--- config.mk ---
export PLATFORM = sky130hd
export DESIGN_NAME = sram_arbiter
export DESIGN_NICKNAME = d
export VERILOG_FILES = /design/src/rtl/sram_arbiter.sv
export SDC_FILE = /design/constraint.sdc
export NUM_CORES = 1
export LEC_CHECK = 0
export BUFFER_PORTS_ARGS = -buffer_cell sky130_fd_sc_hd__buf_2
export CAP_MARGIN = 20
export CORE_UTILIZATION = 48
export DETAILED_ROUTE_END_ITERATION = 10
export PLACE_DENSITY_LB_ADDON = 0.05
export SYNTH_ARGS = -nofsm -noshare
export SYNTH_HDL_FRONTEND = slang
export SYNTH_SLANG_ARGS = --single-unit
--- constraint.sdc ---
create_clock -name Clock_50 -period 3.85 [get_ports Clock_50]
set_clock_uncertainty 0.1 [all_clocks]
set_input_delay 0.385 -clock Clock_50 [delete_from_list [all_inputs] [get_ports Clock_50]]
set_output_delay 0.385 -clock Clock_50 [all_outputs]
set_load 0.005 [all_outputs]
--- src/rtl/sram_arbiter.sv ---
// sram_arbiter
//
// Shares the single external 256Kx16 SRAM port between three requesters:
//   port 0 - VGA pixel fetcher (read-only, real-time, highest priority)
//   port 1 - mic12 decoder datapath (read/write)
//   port 2 - UART loader (write-only)
// At most one access is accepted per clock. The zero-latency grant decides
// which request is accepted at the next edge. Read words are routed back to
// their originator after READ_LATENCY cycles, in issue order.
//
// Optional feature macro: SRAM_ARB_STATS_EN
//   When defined, adds per-port saturating grant counters (grant_count_o)
//   and the largest starvation-counter value seen (max_wait_o).
//
// Ports:
//   Clock_50           system clock
//   Reset              synchronous, active-high
//   req_i[2:0]         per-port request, held until granted
//   we_i[2:0]          per-port write enable (bit 0 and bit 2 ignored)
//   addr_i             per-port address, port p at [p*ADDR_W +: ADDR_W]
//   wdata_i            per-port write data, port p at [p*DATA_W +: DATA_W]
//   gnt_o[2:0]         combinational one-hot/zero grant
//   rvalid_o[2:0]      one-hot/zero read-return strobe
//   rdata_o            registered read data, shared by all ports
//   SRAM_address_o     registered SRAM address
//   SRAM_write_data_o  registered SRAM write data
//   SRAM_we_n_o        registered SRAM write enable, active-low
//   SRAM_read_data_i   read data from the SRAM controller
module sram_arbiter #(
    parameter int ADDR_W       = 18,
    parameter int DATA_W       = 16,
    parameter int READ_LATENCY = 2,
    parameter int STARVE_LIMIT = 16
) (
    input  logic                  Clock_50,
    input  logic                  Reset,
    input  logic [2:0]            req_i,
    input  logic [2:0]            we_i,
    input  logic [3*ADDR_W-1:0]   addr_i,
    input  logic [3*DATA_W-1:0]   wdata_i,
    output logic [2:0]            gnt_o,
    output logic [2:0]            rvalid_o,
    output logic [DATA_W-1:0]     rdata_o,
    output logic [ADDR_W-1:0]     SRAM_address_o,
    output logic [DATA_W-1:0]     SRAM_write_data_o,
    output logic                  SRAM_we_n_o,
    input  logic [DATA_W-1:0]     SRAM_read_data_i
`ifdef SRAM_ARB_STATS_EN
    ,
    output logic [3*32-1:0]       grant_count_o,
    output logic [7:0]            max_wait_o
`endif
);

    localparam logic [7:0] LIMIT = 8'(STARVE_LIMIT);

    // Round-robin pointer naming the favoured low-priority port.
    typedef enum logic {
        FAV_DEC  = 1'b0,
        FAV_UART = 1'b1
    } rr_t;

    rr_t               rr_ptr;
    rr_t               rr_next;
    logic [7:0]        starve_cnt;
    logic [7:0]        starve_next;
    logic [2:0]        rr_pick;
    logic              low_pending;
    logic              forced;
    logic [2:0]        gnt;
    logic [ADDR_W-1:0] sel_addr;
    logic [DATA_W-1:0] sel_wdata;
    logic              sel_write;
    logic [2:0]        new_tag;
    logic [2:0]        tags [READ_LATENCY];
    logic [2:0]        tail;

    // Port 0 always reads and port 2 always writes, so these bits carry no
    // information.
    logic unused_we;
    assign unused_we = &{1'b0, we_i[0], we_i[2]};

    always_ff @(posedge Clock_50) begin
        if (Reset) begin
            rr_ptr     <= FAV_DEC;
            starve_cnt <= '0;
        end else begin
            rr_ptr     <= rr_next;
            starve_cnt <= starve_next;
        end
    end

    // Grant decision. Once the starvation counter reaches the limit, the
    // round-robin winner among ports 1/2 overrides the VGA port for one cycle.
    always_comb begin
        rr_pick     = 3'b000;
        low_pending = req_i[1] | req_i[2];
        if (rr_ptr == FAV_DEC) begin
            if (req_i[1])      rr_pick = 3'b010;
            else if (req_i[2]) rr_pick = 3'b100;
        end else begin
            if (req_i[2])      rr_pick = 3'b100;
            else if (req_i[1]) rr_pick = 3'b010;
        end

        forced = low_pending && (starve_cnt >= LIMIT);

        gnt = 3'b000;
        if (Reset)         gnt = 3'b000;
        else if (forced)   gnt = rr_pick;
        else if (req_i[0]) gnt = 3'b001;
        else               gnt = rr_pick;

        rr_next = rr_ptr;
        if (gnt[1])      rr_next = FAV_UART;
        else if (gnt[2]) rr_next = FAV_DEC;

        starve_next = starve_cnt;
        if (gnt[1] || gnt[2] || !low_pending)
            starve_next = '0;
        else if (gnt[0] && starve_cnt != 8'hFF)
            starve_next = starve_cnt + 8'd1;
    end

    assign gnt_o = gnt;

    // Mux the winning port's address, data and write flag onto the SRAM side.
    always_comb begin
        sel_addr  = addr_i[0 +: ADDR_W];
        sel_wdata = wdata_i[0 +: DATA_W];
        sel_write = 1'b0;
        if (gnt[1]) begin
            sel_addr  = addr_i[ADDR_W +: ADDR_W];
            sel_wdata = wdata_i[DATA_W +: DATA_W];
            sel_write = we_i[1];
        end else if (gnt[2]) begin
            sel_addr  = addr_i[2*ADDR_W +: ADDR_W];
            sel_wdata = wdata_i[2*DATA_W +: DATA_W];
            sel_write = 1'b1;
        end
        new_tag = sel_write ? 3'b000 : gnt;
    end

    // With no grant only the write strobe drops; address and data hold.
    always_ff @(posedge Clock_50) begin
        if (Reset) begin
            SRAM_address_o    <= '0;
            SRAM_write_data_o <= '0;
            SRAM_we_n_o       <= 1'b1;
        end else if (|gnt) begin
            SRAM_address_o    <= sel_addr;
            SRAM_write_data_o <= sel_wdata;
            SRAM_we_n_o       <= ~sel_write;
        end else begin
            SRAM_we_n_o       <= 1'b1;
        end
    end

    // Each tag slot holds the one-hot originator of a read; all-zero marks a
    // write or an idle cycle. Reset empties the pipe so reads issued before
    // it never return.
    assign tail = tags[READ_LATENCY-1];

    always_ff @(posedge Clock_50) begin
        if (Reset) begin
            for (int i = 0; i < READ_LATENCY; i++) tags[i] <= '0;
            rvalid_o <= '0;
            rdata_o  <= '0;
        end else begin
            tags[0] <= new_tag;
            for (int i = 1; i < READ_LATENCY; i++) tags[i] <= tags[i-1];
            rvalid_o <= tail;
            if (|tail) rdata_o <= SRAM_read_data_i;
        end
    end

`ifdef SRAM_ARB_STATS_EN
    logic [31:0] grant_count [3];
    logic [7:0]  max_wait;

    always_ff @(posedge Clock_50) begin
        if (Reset) begin
            for (int p = 0; p < 3; p++) grant_count[p] <= '0;
            max_wait <= '0;
        end else begin
            for (int p = 0; p < 3; p++) begin
                if (gnt[p] && grant_count[p] != 32'hFFFF_FFFF)
                    grant_count[p] <= grant_count[p] + 32'd1;
            end
            if (starve_cnt > max_wait) max_wait <= starve_cnt;
        end
    end

    assign grant_count_o = {grant_count[2], grant_count[1], grant_count[0]};
    assign max_wait_o    = max_wait;
`endif

endmodule

Yosys cells after proc, flatten, opt, wreduce, memory -nomap -nowiden --
Memories as Yosys holds them, arrays and structs flattened. Cells that the tools add are included.
Word-level totals: register bits 63, RAM bits 6, input port bits 126, logic and storage cells 48, memories kept 1
Memories:
- tags | depth 2, width 3, rd ports 2, clocked after Yosys merged registers in 0, wr ports 2, RTL line 75 | logic [2:0] tags [READ_LATENCY];
Cells by class: add/subtract/negate cells 1, magnitude comparators 1, equal/unequal tests 1, mux-type cells 22, bitwise operators 5, reductions and logical operators 10
Operator list (count):
- $mux W18 | 2
- $mux W16 | 2
- $mux W3 | 10
- $add A8 B1 Y8 const B | 1
- $ge A8 B5 Y1 const B | 1
- $ne A8 B8 Y1 const B | 1
- $mux W1 | 7
- $reduce_or A3 Y1 | 2
- $reduce_or A2 Y1 | 2
- $or A1 B1 Y1 | 3
- $logic_and A1 B1 Y1 | 2
- $logic_or A1 B1 Y1 | 2
- $mux W2 | 1
- $not A1 Y1 | 2
- $reduce_bool A2 Y1 | 1
- $logic_not A1 Y1 | 1

Logic depth before layout (Yosys ltp) --
Gate-level depths: netlist of run 1.
depth after elaboration 10, mapped depth 6

Least setup slack after synthesis of run 1 --
Ideal clock, no wire load.
path kind in2out, from in req_i[0], to out gnt_o[1], arrival 1244 ps, slack 2121 ps, cell stages on the path 6, path buffers 3, cell sequence buf_2 -> and2_4 -> or2_4 -> buf_6 -> nor2b_1 -> buf_4
On the way: word-level cells in the longest chain between the ends 3
Ends and longest elaborated chain:
- start, declared | RTL line 37 | input logic [2:0] req_i,
- $mux W3 | RTL line 111 | else if (req_i[0]) gnt = 3'b001;
- $mux W3 | RTL line 110 | else if (forced) gnt = rr_pick;
- $mux W3 | RTL line 109 | if (Reset) gnt = 3'b000;
- end, declared | RTL line 41 | output logic [2:0] gnt_o,
No other way between the ends.

Final worst setup path of run 1 --
from reg starve_cnt[7], to out gnt_o[2]
On the way: word-level cells in the longest chain between the ends 4
Ends and longest elaborated chain:
- start, declared | RTL line 65 | logic [7:0] starve_cnt;
- start signal, assigned | RTL line 89 | starve_cnt <= starve_next;
- $ge A8 B5 Y1 | RTL line 106 | forced = low_pending && (starve_cnt >= LIMIT);
- $logic_and A1 B1 Y1 | RTL line 106
- $mux W3 | RTL line 110
- $mux W3 | RTL line 109
No other way between the ends.

==> summary.md, run 1 <==
| Metric | Value |
|---|---|
| TNS Setup | `0 ns` |
| Io pins | `approximately 180` |
| Die Area | `between 7000 and 8000 µm²` |
| Final WL | `roughly 9.2 mm` |
| Post-synth top cells | `dfxtp_1 (69), a21oi_1 (53), nor2_1 (41), a22oi_1 (34), mux2i_1 (34)` |
| GP Congestion | `0.7451` |
| Sequential-to-total area share from yosys stat | `41.43%` |
| RSZ-0062 raised after global routing | `no` |
| Via count | `around 3.3k` |
| Critical-path top delay cell | `or2_4` |
| Fin crit share | `~73%` |
| CTS resizes | `0` |
| CTS sink cnt | `~70` |
| Port Buf Inserts | `180` |
| CTS root buf | `clkbuf_8` |
| Worst Path Required | `3.37 ns` |
| Shortest period the worst path allows | `2.793 ns` |
| Die Span Y | `roughly 85 µm` |
| Worst setup path category | `flip-flop to primary output` |
| Area fraction of the dominant cell type after synthesis | `approximately two fifths` |
| Pwr/cell area | `roughly 370 nW/µm²` |
| Fmax | `roughly 360 MHz` |
| Post-synth EDFFs | `0` |
| Total core area | `~6800 µm²` |
| Most frequent cell after synthesis | `dfxtp_1` |
| Worst Hold Class | `primary input to flip-flop` |
| Share of post-route cells with drive strength above 1 | `approximately 42%` |
| CP endpoint kind | `primary output` |
| Post-synthesis average cell area | `between 8 and 9 µm²` |
| Final core utilization | `between 60 and 70%` |
| First-pass GRT wire length | `13.93 mm` |
| Max Cap Violations | `0` |
| Number of hold buffers added after cts | `0` |
| Clk slew on worst S/H paths | `0.08 ns` |
| Mapped cell area | `~3300 µm²` |
| Chip width | `between 80 and 90 µm` |
| CP cell instances | `nor4_4, and2_4, or2_4, nor2b_1, buf_2` |
| # nets final | `666` |
| Primary FF master, synth | `dfxtp_1` |
| Peak supply drop | `roughly 0.24 mV` |
| CTS Buf Count | `9` |
| Synthesis Warnings | `0` |
| Max-slew violations | `0` |
| Largest net degree at the start of global routing | `60` |
| Post-DP HPWL | `6.211 mm` |
| Initial Util | `just under 50%` |
| GRT Residual Overflow | `0` |
| Layout area overhead | `31.44%` |
| First-pass DRT Iterations | `4` |
| Initial drt markers | `about 130` |
| Grt met1 use | `about a third` |
| All-Layer GR Usage | `about 24%` |
| Vias per inst | `around 5.3` |
| Setup violations, final | `0` |
| Status | `completed` |
| Row cnt | `30` |
| Dpl ws | `around 1.4 ns` |
| # diodes | `0` |
| Post-route setup slack | `between 1 and 1.5 ns` |
| Cells after Synth | `373` |
| Fin. Hold Viols | `0` |
| Register bit total from synthesis | `69` |
| Crit path DAT | `approximately 2.3 ns` |
| Post-CTS setup buffer count | `0` |
| Worst-Margin Slew | `around 0.95 ns` |
| GR Util met3 | `roughly 4.5%` |
| Residual DRC | `0` |
| Area leader, netlist | `dfxtp_1` |
| Slew headroom | `36.61%` |
| Worst-path maximum fanout | `38` |
| Max H-tree Level | `3` |
| Critical path startpoint category | `flip-flop` |
| GR Layer Usage met2 | `approximately two fifths` |
| Async set-or-reset flop fraction in the synthesized netlist | `0%` |
| CTS tree | `yes` |
| WL/cell | `between 10 and 15 µm` |
| GR peak layer | `met2` |
| Crit-path max cell delay | `between 0.5 and 0.6 ns` |
| Post-route ant nets | `0` |
| Leakage | `slightly above 0.002 µW` |
| Initial antenna violation count | `0` |
| Worst-Skew Late Latency | `0.33 ns` |
| CTS Buffer Depth | `2` |
| Netlist cell types | `36` |
| Dominant cells by area after synthesis | `dfxtp_1 (41%), mux2i_1 (10%), a21oi_1 (8.0%), a22oi_1 (7.7%), o22ai_2 (7.5%)` |
| Vias in the first global route | `about 2.9k` |
power by group:
part / internal, µW / switching [µW]
Sequential: 763 / 23.2
Clock: 238 / 286
Combinational: 157 / 165
critical path: cells and delay by family, from the launching register on:
kind                   cells  cell delay [ns]
and+or+nand+nor            4             1.46
DFF                        1             0.34
buffers and inverters      1             0.15
flip-flops by register name, indices dropped and copies added (netlist names):
signal and cells:
rvalid_o 3, starve_cnt 8, SRAM_write_data_o 16, rdata_o 16, tags 6, SRAM_we_n_o 1
rr_ptr 1, SRAM_address_o 18
area by class of cell:
cell class	instances	area, µm²
clock buffer	10	127.6
clock inverter	6	48.80
tap	80	100.1
inverter	7	26.28
multi-input combinational	267	1768
sequential	69	1381
timing repair buffer	184	930.9
fill	607	2374
placed cells by master (no fill, tap or decap), types with 2 or more instances in the layout:
cell,netlist,layout
ha_1,2,2
mux2i_1,34,34
clkbuf_8,0,9
o21ai_0,2,2
buf_2,10,180
conb_1,1,4
o22ai_1,14,14
a21oi_1,53,53
clkinvlp_4,0,3
nor3_1,2,2
dfxtp_1,69,69
nand2_1,32,32
inv_1,7,7
o22ai_2,20,20
a22oi_1,34,34
or2_2,2,2
nor2_1,41,41
clkinv_4,0,2
or3_1,2,2
buf_4,2,4
nor2b_1,9,9
metrics by stage:
step | power (µW) | hold WS, ns | area [µm²] | instances
floorplan | 984.4 | 0.3138 | 3346 | 376
global placement | 1117 | 0.3179 | 4207 | 607
detailed placement | 1125 | 0.3253 | 4207 | 607
CTS | 1647 | 0.1152 | 4383 | 623
global route | 1715 | 0.1309 | 4383 | 623
finish | 1632 | 0.1316 | 4383 | 623
path summary, 6_finish.rpt:
kind	from	end	slack, ns	cells after the start
worst min-delay path	we_i[1]	tags[0][1]$_SDFF_PP0_	0.13	2
worst max-delay path	starve_cnt[7]$_SDFFE_PP0P_	gnt_o[2]	1.06	5
worst min register to register	tags[0][2]$_SDFF_PP0_	tags[0][5]$_SDFF_PP0_	0.34	1
worst max register to register	starve_cnt[7]$_SDFFE_PP0P_	SRAM_address_o[16]$_SDFFE_PP0P_	1.68	4
cells by family after synthesis:
kind of cell / Yosys count / synth area share (%)
other cells: 1 / 0.1125
buf+inv: 40 / 6.454
mux: 34 / 10.21
compound gates: 130 / 27.69
simple gates: 97 / 13.36
fa+ha+maj: 2 / 0.7503
flops: 69 / 41.43
layer usage:
layer | part of all wire, % | wire length [µm] | vias to the layer above
met2 | 48 | 4435 | 127
met4 | 1.3 | 124 | 0
met1 | 44 | 4058 | 1525
met3 | 6.5 | 598 | 10
li1 | - | - | 1671
met5 | 0 | 0 | -
(Power assumes the default switching activity.)
==> run 2, diff against run 1 <==
--- a/config.mk
+++ b/config.mk
@@ -7,7 +7,7 @@
 export LEC_CHECK = 0
 export BUFFER_PORTS_ARGS = -buffer_cell sky130_fd_sc_hd__buf_2
 export CAP_MARGIN = 20
-export CORE_UTILIZATION = 48
+export CORE_UTILIZATION = 45
 export DETAILED_ROUTE_END_ITERATION = 10
 export PLACE_DENSITY_LB_ADDON = 0.05
 export SYNTH_ARGS = -nofsm -noshare
==> constraint.sdc (replaced) <==
create_clock -name Clock_50 -period 2.8 [get_ports Clock_50]
set_clock_uncertainty 0.1 [all_clocks]
set_input_delay 0.28 -clock Clock_50 [delete_from_list [all_inputs] [get_ports Clock_50]]
set_output_delay 0.28 -clock Clock_50 [all_outputs]
set_load 0.005 [all_outputs]
==> run 2 against run 1 <==
Effect of this change:
- sequential share of layout area fell by 0.87 points
- critical path type unchanged
- global-route usage fell by 0.93 points
- clock power rose by 91%
==> summary.md, run 2 (synthesis results as in run 1) <==
| Metric | Value |
|---|---|
| CTS Buffer Depth | `2` |
| CTS sink cnt | `just under 70` |
| Post-DP HPWL | `6.506 mm` |
| # diodes | `0` |
| Worst-Margin Slew | `roughly 0.99 ns` |
| First-pass DRT Iterations | `4` |
| Initial antenna violation count | `0` |
| Die Area | `between 7000 and 8000 µm²` |
| Row cnt | `31` |
| Worst Hold Class | `primary input to flip-flop` |
| Peak supply drop | `0.3107 mV` |
| Crit path DAT | `1.76 ns` |
| Leakage | `0.002117 µW` |
| Vias in the first global route | `about 2.9k` |
| Number of hold buffers added after cts | `0` |
| Status | `completed` |
| CTS root buf | `clkbuf_8` |
| # nets final | `670` |
| Shortest period the worst path allows | `around 2.1 ns` |
| Worst setup path category | `flip-flop to primary output` |
| Max-slew violations | `0` |
| CP endpoint kind | `primary output` |
| Critical path startpoint category | `flip-flop` |
| Total core area | `approximately 7200 µm²` |
| Placed cell areas | `between 4000 and 5000 µm²` |
| Io pins | `about 180` |
| RSZ-0062 raised after global routing | `no` |
| Vias per inst | `between 5 and 6` |
| Post-CTS setup buffer count | `0` |
| Top reg by flops | `SRAM_address_o` |
| Internal | `1882 µW` |
| Fin crit share | `about 77%` |
| Chip width | `just under 90 µm` |
| Combinational share of power | `between 10% and 20%` |
| Max H-tree Level | `3` |
| Worst Path Required | `2.42 ns` |
| Largest net degree at the start of global routing | `38` |
| Initial Util | `a little under half` |
| Fillers | `just under 700` |
| TNS Setup | `0 ns` |
| Clock power frac | `between 30% and 40%` |
| Die Span Y | `between 80 and 90 µm` |
| Port Buf Inserts | `180` |
| Pwr/cell area | `between 500 and 600 nW/µm²` |
| Layout area overhead | `35.20%` |
| Commonest cells after routing, fill and taps aside | `buf_2 (180), dfxtp_1 (69), a21oi_1 (53)` |
| Setup violations, final | `0` |
| Commonest non-fill, non-tap cell in the layout | `buf_2` |
| Fin. Hold Viols | `0` |
| Switching pwr | `~640 µW` |
| Worst-Skew Late Latency | `around 0.34 ns` |
| Number of flip-flops under the largest register name | `18` |
| WL/cell | `approximately 14 µm` |
| Max Cap Violations | `0` |
| Clk slew on worst S/H paths | `0.07 ns` |
| FF-to-FF path depth | `5` |
| Slew headroom | `33.74%` |
| Initial drt markers | `140` |
| Residual DRC | `0` |
| Share of post-route cells with drive strength above 1 | `approximately 43%` |
| Post-route ant nets | `0` |
| Sw Share | `roughly a quarter` |
| Design area | `between 4000 and 5000 µm²` |
| Seq pwr share | `between 40% and 50%` |
| First-pass GRT wire length | `13.92 mm` |
| Fmax | `~470 MHz` |
| GP Congestion | `approximately 0.74` |
| Biggest regs | `SRAM_address_o: 18 flops, SRAM_write_data_o: 16 flops, rdata_o: 16 flops` |
| Via count | `between 3k and 4k` |
| Worst hold path cell count | `2` |
| GRT Residual Overflow | `0` |
| Worst-path maximum fanout | `27` |
| CTS tree | `yes` |
| Final WL | `~9.3 mm` |
| CTS resizes | `0` |
| All-Layer GR Usage | `between 20% and 30%` |
| CTS Buf Count | `9` |
[run 2: changes by cell type in the layout (fill, tap and decap cells not counted), sizes merged]
cell	before	now
inv	8	7
bufinv	0	3
clkinvlp	3	2
buf	184	188
clkinv	2	1
[run 2: worst paths after layout]
check	start	to	slack, ns
worst max-delay path	starve_cnt[4]$_SDFFE_PP0P_	gnt_o[1]	0.66
worst min-delay path	we_i[1]	tags[0][1]$_SDFF_PP0_	0.03
worst max register to register	starve_cnt[4]$_SDFFE_PP0P_	SRAM_write_data_o[1]$_SDFFE_PP0P_	0.93
worst min register to register	tags[0][2]$_SDFF_PP0_	tags[0][5]$_SDFF_PP0_	0.34
[run 2: critical path, cell delays in order, from the launching register on]
cell and delay [ns]:
dfxtp_1 0.35, nor4_4 0.29, and2_4 0.19, or2_4 0.36, nor2b_1 0.09, buf_2 0.14
[run 2: power groups by stage]
stage	logic, µW	registers, µW	clock network (µW)
floorplan	245	1110	0
global placement	440	1100	0
detailed placement	448	1100	0
CTS	451	1080	1010
global route	493	1090	1050
finish	447	1080	999
[run 2: metal layers]
metal  share of wire, %  global-route usage, %  routed length, µm
met4                1.0                  8.651                 98
met1                 42                  29.57               3928
met3                6.5                  4.430                610
met5                  0                      0                  0
met2                 50                  39.39               4712
[run 2: cell type report]
cell class,instances,area [µm²],share of cell area [%]
clock buffers,10,137.6,3.053
clock inverters,6,110.1,2.442
inverters,7,26.28,0.5828
multi-input cells,267,1768,39.22
flip-flops and latches,69,1381,30.64
well taps,99,123.9,2.748
repair buffers,188,960.9,21.32
[run 2: stage by stage]
| stage | std cells | util (%) | total power [µW] | setup slack [ns] | hold slack, ns |
|---|---|---|---|---|---|
| after floorplan | 376 | - | 1354 | 1.241 | 0.2561 |
| after global placement | 630 | 59.05 | 1541 | 0.8350 | 0.3163 |
| after detailed placement | 630 | 59.05 | 1551 | 0.8277 | 0.3204 |
| after CTS | 646 | 62.49 | 2546 | 0.6292 | 0.02449 |
| after global routing | 646 | 62.49 | 2633 | 0.5217 | 0.03256 |
| final | 646 | 62.49 | 2527 | 0.6579 | 0.03245 |
